File: src/rtl/rtc_pkg.sv
// Shared constants, FSM state type and BCD helpers for the DS1307-style I2C responder.
package rtc_pkg;

  localparam logic [6:0] I2C_ADDR_DEFAULT = 7'h68;

  localparam logic [2:0] REG_SEC   = 3'd0;
  localparam logic [2:0] REG_MIN   = 3'd1;
  localparam logic [2:0] REG_HOUR  = 3'd2;
  localparam logic [2:0] REG_WDAY  = 3'd3;
  localparam logic [2:0] REG_DAY   = 3'd4;
  localparam logic [2:0] REG_MONTH = 3'd5;
  localparam logic [2:0] REG_YEAR  = 3'd6;

  localparam logic [7:0] RST_SEC   = 8'h00;
  localparam logic [7:0] RST_MIN   = 8'h00;
  localparam logic [7:0] RST_HOUR  = 8'h00;
  localparam logic [7:0] RST_WDAY  = 8'h01;
  localparam logic [7:0] RST_DAY   = 8'h01;
  localparam logic [7:0] RST_MONTH = 8'h01;
  localparam logic [7:0] RST_YEAR  = 8'h00;

  localparam logic [6:0][7:0] RST_REGS =
    {RST_YEAR, RST_MONTH, RST_DAY, RST_WDAY, RST_HOUR, RST_MIN, RST_SEC};

  typedef enum logic [3:0] {
    ST_IDLE, ST_ADDR, ST_ADDR_ACK, ST_PTR, ST_PTR_ACK,
    ST_WR_DATA, ST_WR_ACK, ST_RD_DATA, ST_RD_ACK
  } i2c_state_t;

  function automatic logic [7:0] bcd_inc(input logic [7:0] v);
    return (v[3:0] == 4'd9) ? {v[7:4] + 4'd1, 4'd0} : v + 8'd1;
  endfunction

  // Year is BCD: (10*t + u) mod 4 == (2*t + u) mod 4, so parity of t picks the unit set.
  function automatic logic [7:0] month_len(input logic [7:0] month, input logic [7:0] year);
    logic leap;
    leap = year[4] ? (year[3:0] == 4'd2 || year[3:0] == 4'd6)
                   : (year[3:0] == 4'd0 || year[3:0] == 4'd4 || year[3:0] == 4'd8);
    if (month == 8'h04 || month == 8'h06 || month == 8'h09 || month == 8'h11)
      return 8'h30;
    else if (month == 8'h02)
      return leap ? 8'h29 : 8'h28;
    else
      return 8'h31;
  endfunction

endpackage

File: src/rtl/bcd_calendar.sv
// Seven BCD time/date registers with 1 Hz carry chain and a single-byte write port.
module bcd_calendar
  import rtc_pkg::*;
(
  input  logic            clk14,
  input  logic            reset_n,
  input  logic            tick_1hz,
  input  logic            wr_en,
  input  logic [2:0]      wr_idx,
  input  logic [7:0]      wr_data,
  output logic [6:0][7:0] regs
);

  logic [6:0][7:0] r, nxt;
  logic            tick_pend;

  assign regs = r;

  always_comb begin
    nxt = r;
    if (!r[REG_SEC][7]) begin
      if (r[REG_SEC] >= 8'h59) begin
        nxt[REG_SEC] = 8'h00;
        if (r[REG_MIN] >= 8'h59) begin
          nxt[REG_MIN] = 8'h00;
          if (r[REG_HOUR] >= 8'h23) begin
            nxt[REG_HOUR] = 8'h00;
            nxt[REG_WDAY] = (r[REG_WDAY] >= 8'h07) ? 8'h01 : bcd_inc(r[REG_WDAY]);
            if (r[REG_DAY] >= month_len(r[REG_MONTH], r[REG_YEAR])) begin
              nxt[REG_DAY] = 8'h01;
              if (r[REG_MONTH] >= 8'h12) begin
                nxt[REG_MONTH] = 8'h01;
                nxt[REG_YEAR]  = (r[REG_YEAR] >= 8'h99) ? 8'h00 : bcd_inc(r[REG_YEAR]);
              end else begin
                nxt[REG_MONTH] = bcd_inc(r[REG_MONTH]);
              end
            end else begin
              nxt[REG_DAY] = bcd_inc(r[REG_DAY]);
            end
          end else begin
            nxt[REG_HOUR] = bcd_inc(r[REG_HOUR]);
          end
        end else begin
          nxt[REG_MIN] = bcd_inc(r[REG_MIN]);
        end
      end else begin
        nxt[REG_SEC] = bcd_inc(r[REG_SEC]);
      end
    end
  end

  // A write takes the cycle; a coincident tick is deferred one cycle and applied on top of it.
  always_ff @(posedge clk14) begin
    if (!reset_n) begin
      r         <= RST_REGS;
      tick_pend <= 1'b0;
    end else if (wr_en) begin
      r[wr_idx] <= (wr_idx == REG_HOUR) ? (wr_data & 8'hBF) : wr_data;
      if (tick_1hz) tick_pend <= 1'b1;
    end else if (tick_1hz || tick_pend) begin
      r         <= nxt;
      tick_pend <= 1'b0;
    end
  end

endmodule

File: src/rtl/rtc_i2c_responder.sv
// I2C target at I2C_ADDR emulating a DS1307 register file over a synchronised SCL/SDA pair.
module rtc_i2c_responder
  import rtc_pkg::*;
#(
  parameter logic [6:0]  I2C_ADDR = I2C_ADDR_DEFAULT,
  parameter int unsigned HOLD_CYC = 4
) (
  input  logic clk14,
  input  logic reset_n,
  input  logic scl_i,
  input  logic sda_i,
  output logic sda_o,
  output logic sda_oen,
  input  logic tick_1hz,
  output logic busy
);

  localparam logic [7:0] HOLD_LOAD = 8'(HOLD_CYC);

  logic scl_m, scl_s, scl_d, sda_m, sda_s, sda_d;
  logic scl_rise, scl_fall, start_det, stop_det;

  i2c_state_t      state, state_n;
  logic [2:0]      bit_cnt;
  logic [6:0]      shreg;
  logic [5:0]      ptr;
  logic [6:0][7:0] shadow, cal_regs;
  logic [7:0]      hold_cnt, rx_byte, rd_byte;
  logic            drive_pend, drive_val, byte_done, addr_hit, wr_en;

  assign sda_o = 1'b0;

  always_ff @(posedge clk14) begin
    if (!reset_n) begin
      {scl_m, scl_s, scl_d, sda_m, sda_s, sda_d} <= '1;
    end else begin
      {scl_m, scl_s, scl_d} <= {scl_i, scl_m, scl_s};
      {sda_m, sda_s, sda_d} <= {sda_i, sda_m, sda_s};
    end
  end

  assign scl_rise  = scl_s & ~scl_d;
  assign scl_fall  = ~scl_s & scl_d;
  assign start_det = scl_s & scl_d & sda_d & ~sda_s;
  assign stop_det  = scl_s & scl_d & ~sda_d & sda_s;

  assign rx_byte   = {shreg, sda_s};
  assign byte_done = scl_rise && (bit_cnt == 3'd7);
  assign addr_hit  = (shreg == I2C_ADDR);
  assign rd_byte   = (ptr < 6'd7) ? shadow[ptr[2:0]] : 8'h00;
  assign wr_en     = byte_done && (state == ST_WR_DATA) && (ptr < 6'd7);

  bcd_calendar u_cal (
    .clk14    (clk14),
    .reset_n  (reset_n),
    .tick_1hz (tick_1hz),
    .wr_en    (wr_en),
    .wr_idx   (ptr[2:0]),
    .wr_data  (rx_byte),
    .regs     (cal_regs)
  );

  always_ff @(posedge clk14) begin
    if (!reset_n) state <= ST_IDLE;
    else          state <= state_n;
  end

  always_comb begin
    state_n = state;
    if (start_det) begin
      state_n = ST_ADDR;
    end else if (stop_det) begin
      state_n = ST_IDLE;
    end else if (scl_rise) begin
      case (state)
        ST_ADDR:     if (byte_done) state_n = addr_hit ? ST_ADDR_ACK : ST_IDLE;
        ST_ADDR_ACK: state_n = shreg[0] ? ST_RD_DATA : ST_PTR;
        ST_PTR:      if (byte_done) state_n = ST_PTR_ACK;
        ST_PTR_ACK:  state_n = ST_WR_DATA;
        ST_WR_DATA:  if (byte_done) state_n = ST_WR_ACK;
        ST_WR_ACK:   state_n = ST_WR_DATA;
        ST_RD_DATA:  if (byte_done) state_n = ST_RD_ACK;
        ST_RD_ACK:   state_n = sda_s ? ST_IDLE : ST_RD_DATA;
        default:     ;
      endcase
    end
  end

  // SDA level for the bit that begins at the next SCL fall, judged from the state at that fall.
  always_comb begin
    drive_val = 1'b1;
    case (state)
      ST_ADDR_ACK, ST_PTR_ACK, ST_WR_ACK: drive_val = 1'b0;
      ST_RD_DATA: drive_val = rd_byte[3'd7 - bit_cnt];
      default:    ;
    endcase
  end

  always_ff @(posedge clk14) begin
    if (!reset_n) begin
      bit_cnt    <= '0;
      shreg      <= '0;
      ptr        <= '0;
      shadow     <= RST_REGS;
      busy       <= 1'b0;
      sda_oen    <= 1'b1;
      hold_cnt   <= '0;
      drive_pend <= 1'b1;
    end else if (start_det) begin
      bit_cnt <= '0;
    end else if (stop_det) begin
      bit_cnt  <= '0;
      busy     <= 1'b0;
      sda_oen  <= 1'b1;
      hold_cnt <= '0;
    end else begin
      if (scl_rise) begin
        case (state)
          ST_ADDR: begin
            shreg   <= rx_byte[6:0];
            bit_cnt <= bit_cnt + 3'd1;
            if (bit_cnt == 3'd7) begin
              busy <= addr_hit;
              if (addr_hit && sda_s) shadow <= cal_regs;
            end
          end
          ST_PTR: begin
            shreg   <= rx_byte[6:0];
            bit_cnt <= bit_cnt + 3'd1;
            if (bit_cnt == 3'd7) ptr <= rx_byte[5:0];
          end
          ST_WR_DATA: begin
            shreg   <= rx_byte[6:0];
            bit_cnt <= bit_cnt + 3'd1;
          end
          ST_WR_ACK:  ptr <= ptr + 6'd1;
          ST_RD_DATA: bit_cnt <= bit_cnt + 3'd1;
          ST_RD_ACK: begin
            if (sda_s) busy <= 1'b0;
            else       ptr  <= ptr + 6'd1;
          end
          default: ;
        endcase
      end
      if (scl_fall) begin
        hold_cnt   <= HOLD_LOAD;
        drive_pend <= drive_val;
      end else if (hold_cnt != 8'd0) begin
        hold_cnt <= hold_cnt - 8'd1;
        if (hold_cnt == 8'd1) sda_oen <= drive_pend;
      end
    end
  end

endmodule
File: config.mk
export PLATFORM = sky130hd
export DESIGN_NAME = rtc_i2c_responder
export DESIGN_NICKNAME = d
export VERILOG_FILES = /design/src/rtl/rtc_pkg.sv /design/src/rtl/bcd_calendar.sv /design/src/rtl/rtc_i2c_responder.sv
export SDC_FILE = /design/constraint.sdc
export NUM_CORES = 1
export LEC_CHECK = 0
export ABC_AREA = 1
export CAP_MARGIN = 10
export CORE_MARGIN = 2
export CORE_UTILIZATION = 38
export DETAILED_ROUTE_END_ITERATION = 16
export HOLD_SLACK_MARGIN = 0.05
export PLACE_DENSITY = 0.64
export SLEW_MARGIN = 15
export SYNTH_ARGS = -nofsm -noshare
export SYNTH_HDL_FRONTEND = slang
export SYNTH_SLANG_ARGS = --single-unit
export TNS_END_PERCENT = 5
File: constraint.sdc
create_clock -name clk14 -period 3.1 [get_ports clk14]
set_clock_uncertainty 0.05 [all_clocks]
set_input_delay 0.62 -clock clk14 [delete_from_list [all_inputs] [get_ports clk14]]
set_output_delay 0.62 -clock clk14 [all_outputs]
set_load 0.05 [all_outputs]
==> results of run 1 <==
## registers in the layout, summed over array words and instances, names as in the netlist
| name | count |
|---|---|
| bit_cnt | 3 |
| busy | 1 |
| drive_pend | 1 |
| hold_cnt | 8 |
| ptr | 6 |
| scl_d | 1 |
| scl_m | 1 |
| scl_s | 1 |
| sda_d | 1 |
| sda_m | 1 |
| sda_oen | 1 |
| sda_s | 1 |
| shadow | 56 |
| shreg | 7 |
| state | 4 |
| u_cal.regs | 56 |
| u_cal.tick_pend | 1 |
## logic make-up after synthesis
kind of cell    share of synthesized area
flops                               0.345
simple gates                        0.284
compound gates                      0.201
buf+inv                             0.111
other cells                      0.000431
fa+ha+maj                          0.0431
xor+xnor                           0.0151
## worst max-delay path, stage by stage (launching register included)
cell and delay [ns]:
dfxtp_1 0.34, inv_1 0.13, ha_1 0.17, nand2_1 0.06, nor3_1 0.30, inv_1 0.08
ha_1 0.29, a21oi_1 0.15, o21ai_1 0.08, nand2_1 0.06, nand3_1 0.14, nor2_2 0.24
nor2_2 0.11, nand2_2 0.20, nand2_1 0.09, nand2_1 0.07, nor2_1 0.04
## power by group through the flow
stage	clock network [µW]	logic [µW]	registers, µW
after floorplan	0	370	2080
after detailed placement	0	480	2080
after global routing	2160	554	2050
final	2060	489	2040
after global placement	0	476	2080
after CTS	2090	485	2040
## through the flow
stage               utilization  setup slack (ns)
finish                    0.424             0.407
global route              0.424            0.0502
CTS                       0.424             0.416
detailed placement        0.399             0.439
global placement          0.399             0.496
floorplan                     -             0.736
## how the worst min path moves through the flow
stage,startpoint,endpoint,cells past startpoint
5_1_grt,scl_m$_SDFF_PN1_,scl_s$_SDFF_PN1_,1
4_1_cts,scl_m$_SDFF_PN1_,scl_s$_SDFF_PN1_,1
6_report,scl_m$_SDFF_PN1_,scl_s$_SDFF_PN1_,1
2_1_floorplan,scl_m$_SDFF_PN1_,scl_s$_SDFF_PN1_,1
3_3_place_gp,scl_m$_SDFF_PN1_,scl_s$_SDFF_PN1_,1
3_5_place_dp,scl_m$_SDFF_PN1_,scl_s$_SDFF_PN1_,1
## cells in the final DEF (no fill, tap or decap), drive strengths merged, types with 11 or more instances in the layout
master and instances:
nand2 272, inv 193, dfxtp 150, o21ai 150
nor2 147, a21oi 132, nand3 90, ha 30
nor3 22, clkbuf 18, buf 15, nand4 14
xor2 14, o211ai 11
## synthesized netlist by cell type (3+ instances only)
cell / instances / area [µm²]
nand2_1: 263 / 987
inv_1: 179 / 672
dfxtp_1: 150 / 3000
o21ai_0: 140 / 701
nor2_1: 135 / 507
a21oi_1: 129 / 646
nand3_1: 86 / 430
ha_1: 30 / 375
nor3_1: 21 / 105
clkbuf_1: 18 / 67.6
buf_2: 16 / 80.1
nand4_1: 14 / 87.6
xor2_1: 14 / 123
o211ai_1: 10 / 75.1
a31oi_1: 9 / 56.3
o22ai_1: 9 / 56.3
nor2_2: 8 / 50.1
o21ai_1: 8 / 40.0
inv_2: 7 / 26.3
or2_2: 6 / 37.5
nand2_2: 5 / 31.3
nand3b_1: 5 / 37.5
nand2_4: 4 / 45.0
buf_4: 3 / 22.5
clkbuf_2: 3 / 15.0
nand3_2: 3 / 30.0
nor2_4: 3 / 33.8
nor4_1: 3 / 18.8
## per-layer routing
metal	share of wire	routed length, µm	global-route usage
met1	0.46	11200	0.269
met2	0.45	10900	0.329
met3	0.058	1410	0.0418
met4	0.037	907	0.0935
met5	0	0	0
## cell type report
type                            count  area share
Timing Repair Buffer               20      0.0180
Clock buffer                       18      0.0459
Sequential cell                   150       0.314
Inverter                          188      0.0745
Clock inverter                     14      0.0148
Multi-Input combinational cell    932       0.496
Tap cell                          285      0.0372
==> results.yml, run 1 <==
run_status:
  run_status: "complete, no violations"
final_layout:
  post_layout_nets: 1344
  post_route_cells_drive_above_1_share: 0.0726
  multi_input_comb_area_um2: 4750
  nFillCells: 2384
  instances_no_fill: 1607
  finalInstanceArea_um2: 9580
  layout-area-overhead-vs-synth_pct: 10.0
  regArea_um2: 3000
  number_of_diodes_added_for_antenna_fixing: 0
timing:
  timing_worst_slew_pin_value_ns: 1.03
  rsz_0062_raised_after_global_routing: "no"
  finalWorstPathRequiredPeriod_ns: 2.69
  timing_hold_violations_final: 0
  fin_tns_setup_ns: 0
  drv_slew: 0
  timing.hold.ws_ns: 0.366
  timing.max_slew.rel_slack: 0.309
  period_share: 0.869
  max_freq_ghz: 0.371
  finalSetupViolCount: 0
clocking:
  number_of_gates_resized_after_cts: 0
  tritoncts: "built"
  htree_levels: 4
  clk_pin_slew_ns: 0.07
  cts_root_buf: "clkbuf_16"
  latest_clock_arrival_within_the_worst_skew_pair_ns: 0.44
  cts_num_sinks: 150
  max-clock-path-buffers: 2
  postCtsHoldBufs: 0
  cts-buffers-inserted: 17
  post_cts_setup_driven_buffer_insertion_count: 0
synthesis:
  asyncSetResetFlopFracSynth: 0
  synth_cell_types: 53
  primary_flip_flop_cell_chosen_by_synthesis_mapping: "dfxtp_1"
  number_of_flops_mapped_to_enable_cells_by_yosys: 0
  postSynthCellCount: 1316
  syn-mean-instance-area_um2: 6.62
  ys_seq_elements: 150
  synth_seq_area_share: 0.345
  synth_nets: 1351
  synth-warning-count: 0
  syn_area_um2: 8710
grt:
  first_global_vias: 7796
  grt_overflow_total: 0
  grt_pass1_wl_um: 39700
  largest_net_degree_at_the_start_of_global_routing: 115
  gr-usage-all-layers: 0.206
  antenna_found_initial: 0
setup_path:
  reg2reg_from: "u_cal.regs[45]$_SDFFE_PN0P_"
  setup.worst_path.end_class: "flop"
  setup.worst_path.class: "reg2reg"
  timing.critical_path.fanout_max: 11
  startpoint_type: "flop"
  r2r_slack_ns: 0.41
  critical_path_end: "u_cal.regs[55]$_SDFFE_PN0P_"
  worst-endpoint-required_ns: 3.38
  regToRegEndpoint: "u_cal.regs[55]$_SDFFE_PN0P_"
  critical_path_arrival_ns: 2.97
  rr_worst_depth: 16
  critical_path.startpoint: "u_cal.regs[45]$_SDFFE_PN0P_"
drt:
  detail_route.wl_per_cell_um: 15.2
  number_of_vias_after_detailed_routing: 8339
  first_iter_violations: 684
  route.final.wire_length_um: 24400
  dr_drc_count: 0
  drt_first_pass_iters: 6
  vias_per_cell: 5.19
  postRouteAntennaNets: 0
floorplan:
  number_of_placement_rows: 55
  io_pins: 8
  die_area_um2: 24100
  floorplan_die_width_um: 155
  die_h_um: 155
  floorplan.core_area_um2: 22600
  floorplan.initialDensity: 0.386
power:
  power.density_nw_per_um2: 479
  p_leak_uw: 0.00405
  clock_power_share: 0.449
  vdd_drop_max_mv: 0.364
  p_switching_uw: 1270
  power.sequential.fraction: 0.444
  intPower_uw: 3310
  report.power.total_uw: 4590
  sw_frac_of_total: 0.278
  pwr-share-comb: 0.107
placed_design:
  placed_area_um2: 9000
  io_buffer_count: 6
  gp_routability_congestion: 0.917
  detailed_place_hpwl_um: 17000
  placed_cells: 1575
min_path:
  worst_hold_path_type: "reg2reg"
flow_run:
  max_cap_violations: 0
No activity file was read; power rests on OpenSTA's default activity.
==> inputs of run 2 (changes only) <==
- PLACE_DENSITY: 0.64 -> 0.66
- clock period: 3.1 -> 2.3 ns (I/O delays scaled with it)
==> run 2 against run 1 <==
Against the previous run: the run now ends with negative setup slack left; clock-buffer cell count is 1 higher; total power is 36% higher; sequential share of layout area is 2.3 points lower; register-to-register slack worse by 0.53 ns; clock power is 38% higher; combinational power is 38% higher; final area is 8.0% higher; largest power group unchanged; maximum frequency is 11% higher.
==> results.yml, run 2 (synthesis results as in run 1) <==
clocking:
  clk_pin_slew_ns: 0.06
  htree_levels: 4
  latest_clock_arrival_within_the_worst_skew_pair_ns: 0.43
  cts_root_buf: "clkbuf_16"
  cts_num_sinks: 150
  tritoncts: "built"
  cts-buffers-inserted: 17
  max-clock-path-buffers: 2
power:
  power.density_nw_per_um2: 605
  p_switching_uw: 1650
  pwr-share-comb: 0.108
  vdd_drop_max_mv: 0.471
  power.sequential.fraction: 0.438
  intPower_uw: 4600
  clock_power_share: 0.454
  p_leak_uw: 0.00447
  sw_frac_of_total: 0.264
  report.power.total_uw: 6250
setup_path:
  worst-endpoint-required_ns: 2.57
  max_stage_delay_ns: 0.33
  r2r_slack_ns: -0.12
  critical_path.startpoint: "u_cal.regs[45]$_SDFFE_PN0P_"
  critical_path_arrival_ns: 2.69
  setup.worst_path.end_class: "flop"
  rr_worst_depth: 16
  cp_cell_sequence: "inv_2, ha_4, nand2_4, nor3_4, a31oi_1, ha_2, nand2_1, nor2_1, nand2_1, nand3_2, nor2_4, buf_6, nor2_4, nand3_4, o21bai_1, nor2_1"
  number_of_buffers_and_inverters_on_the_critical_path: 2
  critical_path.top_delay_family: "simple AND/OR/NAND/NOR gates"
  reg2reg_from: "u_cal.regs[45]$_SDFFE_PN0P_"
  worstSetupPathDepth: 16
  timing.critical_path.fanout_max: 5
  critical_path_end: "u_cal.regs[46]$_SDFFE_PN0P_"
  cpMaxStageDelayCell: "ha_2"
  startpoint_type: "flop"
  regToRegEndpoint: "u_cal.regs[46]$_SDFFE_PN0P_"
  setup.worst_path.class: "reg2reg"
floorplan:
  number_of_placement_rows: 55
  floorplan.core_area_um2: 22600
  floorplan_die_width_um: 155
  die_area_um2: 24100
  floorplan.initialDensity: 0.386
  io_pins: 8
  die_h_um: 155
drt:
  number_of_vias_after_detailed_routing: 8625
  route.final.wire_length_um: 25100
  dr_drc_count: 0
  vias_per_cell: 5.14
  postRouteAntennaNets: 0
  first_iter_violations: 677
  detail_route.wl_per_cell_um: 14.9
  drt_first_pass_iters: 5
flow_run:
  max_cap_violations: 0
grt:
  grt_overflow_total: 0
  antenna_found_initial: 0
  first_global_vias: 7888
  grt_pass1_wl_um: 40300
  gr-usage-all-layers: 0.210
  largest_net_degree_at_the_start_of_global_routing: 74
timing:
  period_share: 1.05
  post-route-worst-setup-slack_ns: -0.119
  timing_worst_slew_pin_value_ns: 0.881
  drv_slew: 0
  timing.max_slew.rel_slack: 0.410
  timing_hold_violations_final: 0
  rsz_0062_raised_after_global_routing: "yes"
  max_freq_ghz: 0.413
  finalWorstPathRequiredPeriod_ns: 2.42
  finalSetupViolCount: 15
final_layout:
  layout.cells.most_common: "nand2_1"
  final_util: 0.458
  layout-area-overhead-vs-synth_pct: 18.8
  instances_no_fill: 1679
  post_route_cells_drive_above_1_share: 0.140
  most-common-layout-cells: "260 x nand2_1, 174 x inv_1, 146 x dfxtp_1, 135 x o21ai_0, 130 x nor2_1"
  post_layout_nets: 1416
  number_of_diodes_added_for_antenna_fixing: 0
run_status:
  run_status: "complete, but fails checks"
  failed_checks: "negative setup slack"
placed_design:
  detailed_place_hpwl_um: 17800
  io_buffer_count: 6
  gp_routability_congestion: 0.953
  placed_cells: 1643
min_path:
  worst_hold_path_type: "in2reg"
==> run 2: what timing repair did <==
item	4_1_cts	5_1_grt
endpoints found under the setup margin	17	36
cloned	1	0
hold buffers	0	0
setup buffers	2	1
hold endpoints to repair	0	0
gates resized for setup	26	24
pin swaps	10	14
==> run 2: how the worst min path moves through the flow <==
stage / endpoint / cells after the start / slack, ns / startpoint
floorplan: scl_s$_SDFF_PN1_ / 1 / 0.34 / scl_m$_SDFF_PN1_
global placement: scl_s$_SDFF_PN1_ / 1 / 0.35 / scl_m$_SDFF_PN1_
detailed placement: scl_s$_SDFF_PN1_ / 1 / 0.35 / scl_m$_SDFF_PN1_
CTS: sda_d$_SDFF_PN1_ / 2 / 0.24 / reset_n
global route: sda_d$_SDFF_PN1_ / 2 / 0.24 / reset_n
finish: scl_d$_SDFF_PN1_ / 2 / 0.25 / reset_n
==> run 2: layout make-up <==
cell class / count / area (µm²)
Multi-Input combinational cell: 933 / 4910
Clock inverter: 13 / 146
Clock buffer: 19 / 453
Tap cell: 285 / 357
Fill cell: 2303 / 12200
Sequential cell: 150 / 3010
Inverter: 188 / 718
Timing Repair Buffer: 91 / 749
==> run 2: metrics by stage <==
step	hold slack (ns)	setup TNS, ns	worst slack [ns]	cell area, µm²
floorplan	0.343	0	0.00371	8710
global placement	0.347	-1.41	-0.163	9540
detailed placement	0.348	-1.89	-0.186	9540
CTS	0.236	-0.287	-0.0424	10300
global route	0.241	-3.78	-0.250	10300
finish	0.251	-0.797	-0.119	10300
==> run 2: power groups by stage <==
stage	Combinational [µW]	Clock [µW]	Sequential, µW
floorplan	499	0	2810
global placement	660	0	2800
detailed placement	670	0	2800
CTS	674	2890	2740
global route	773	3000	2750
finish	674	2840	2740
==> run 2: per-layer routing <==
layer	up-vias	part of all wire	global-route usage
met2	221	0.46	0.346
met3	57	0.054	0.0365
met1	3913	0.45	0.272
met5	-	0	0
li1	4434	-	-
met4	0	0.032	0.0900
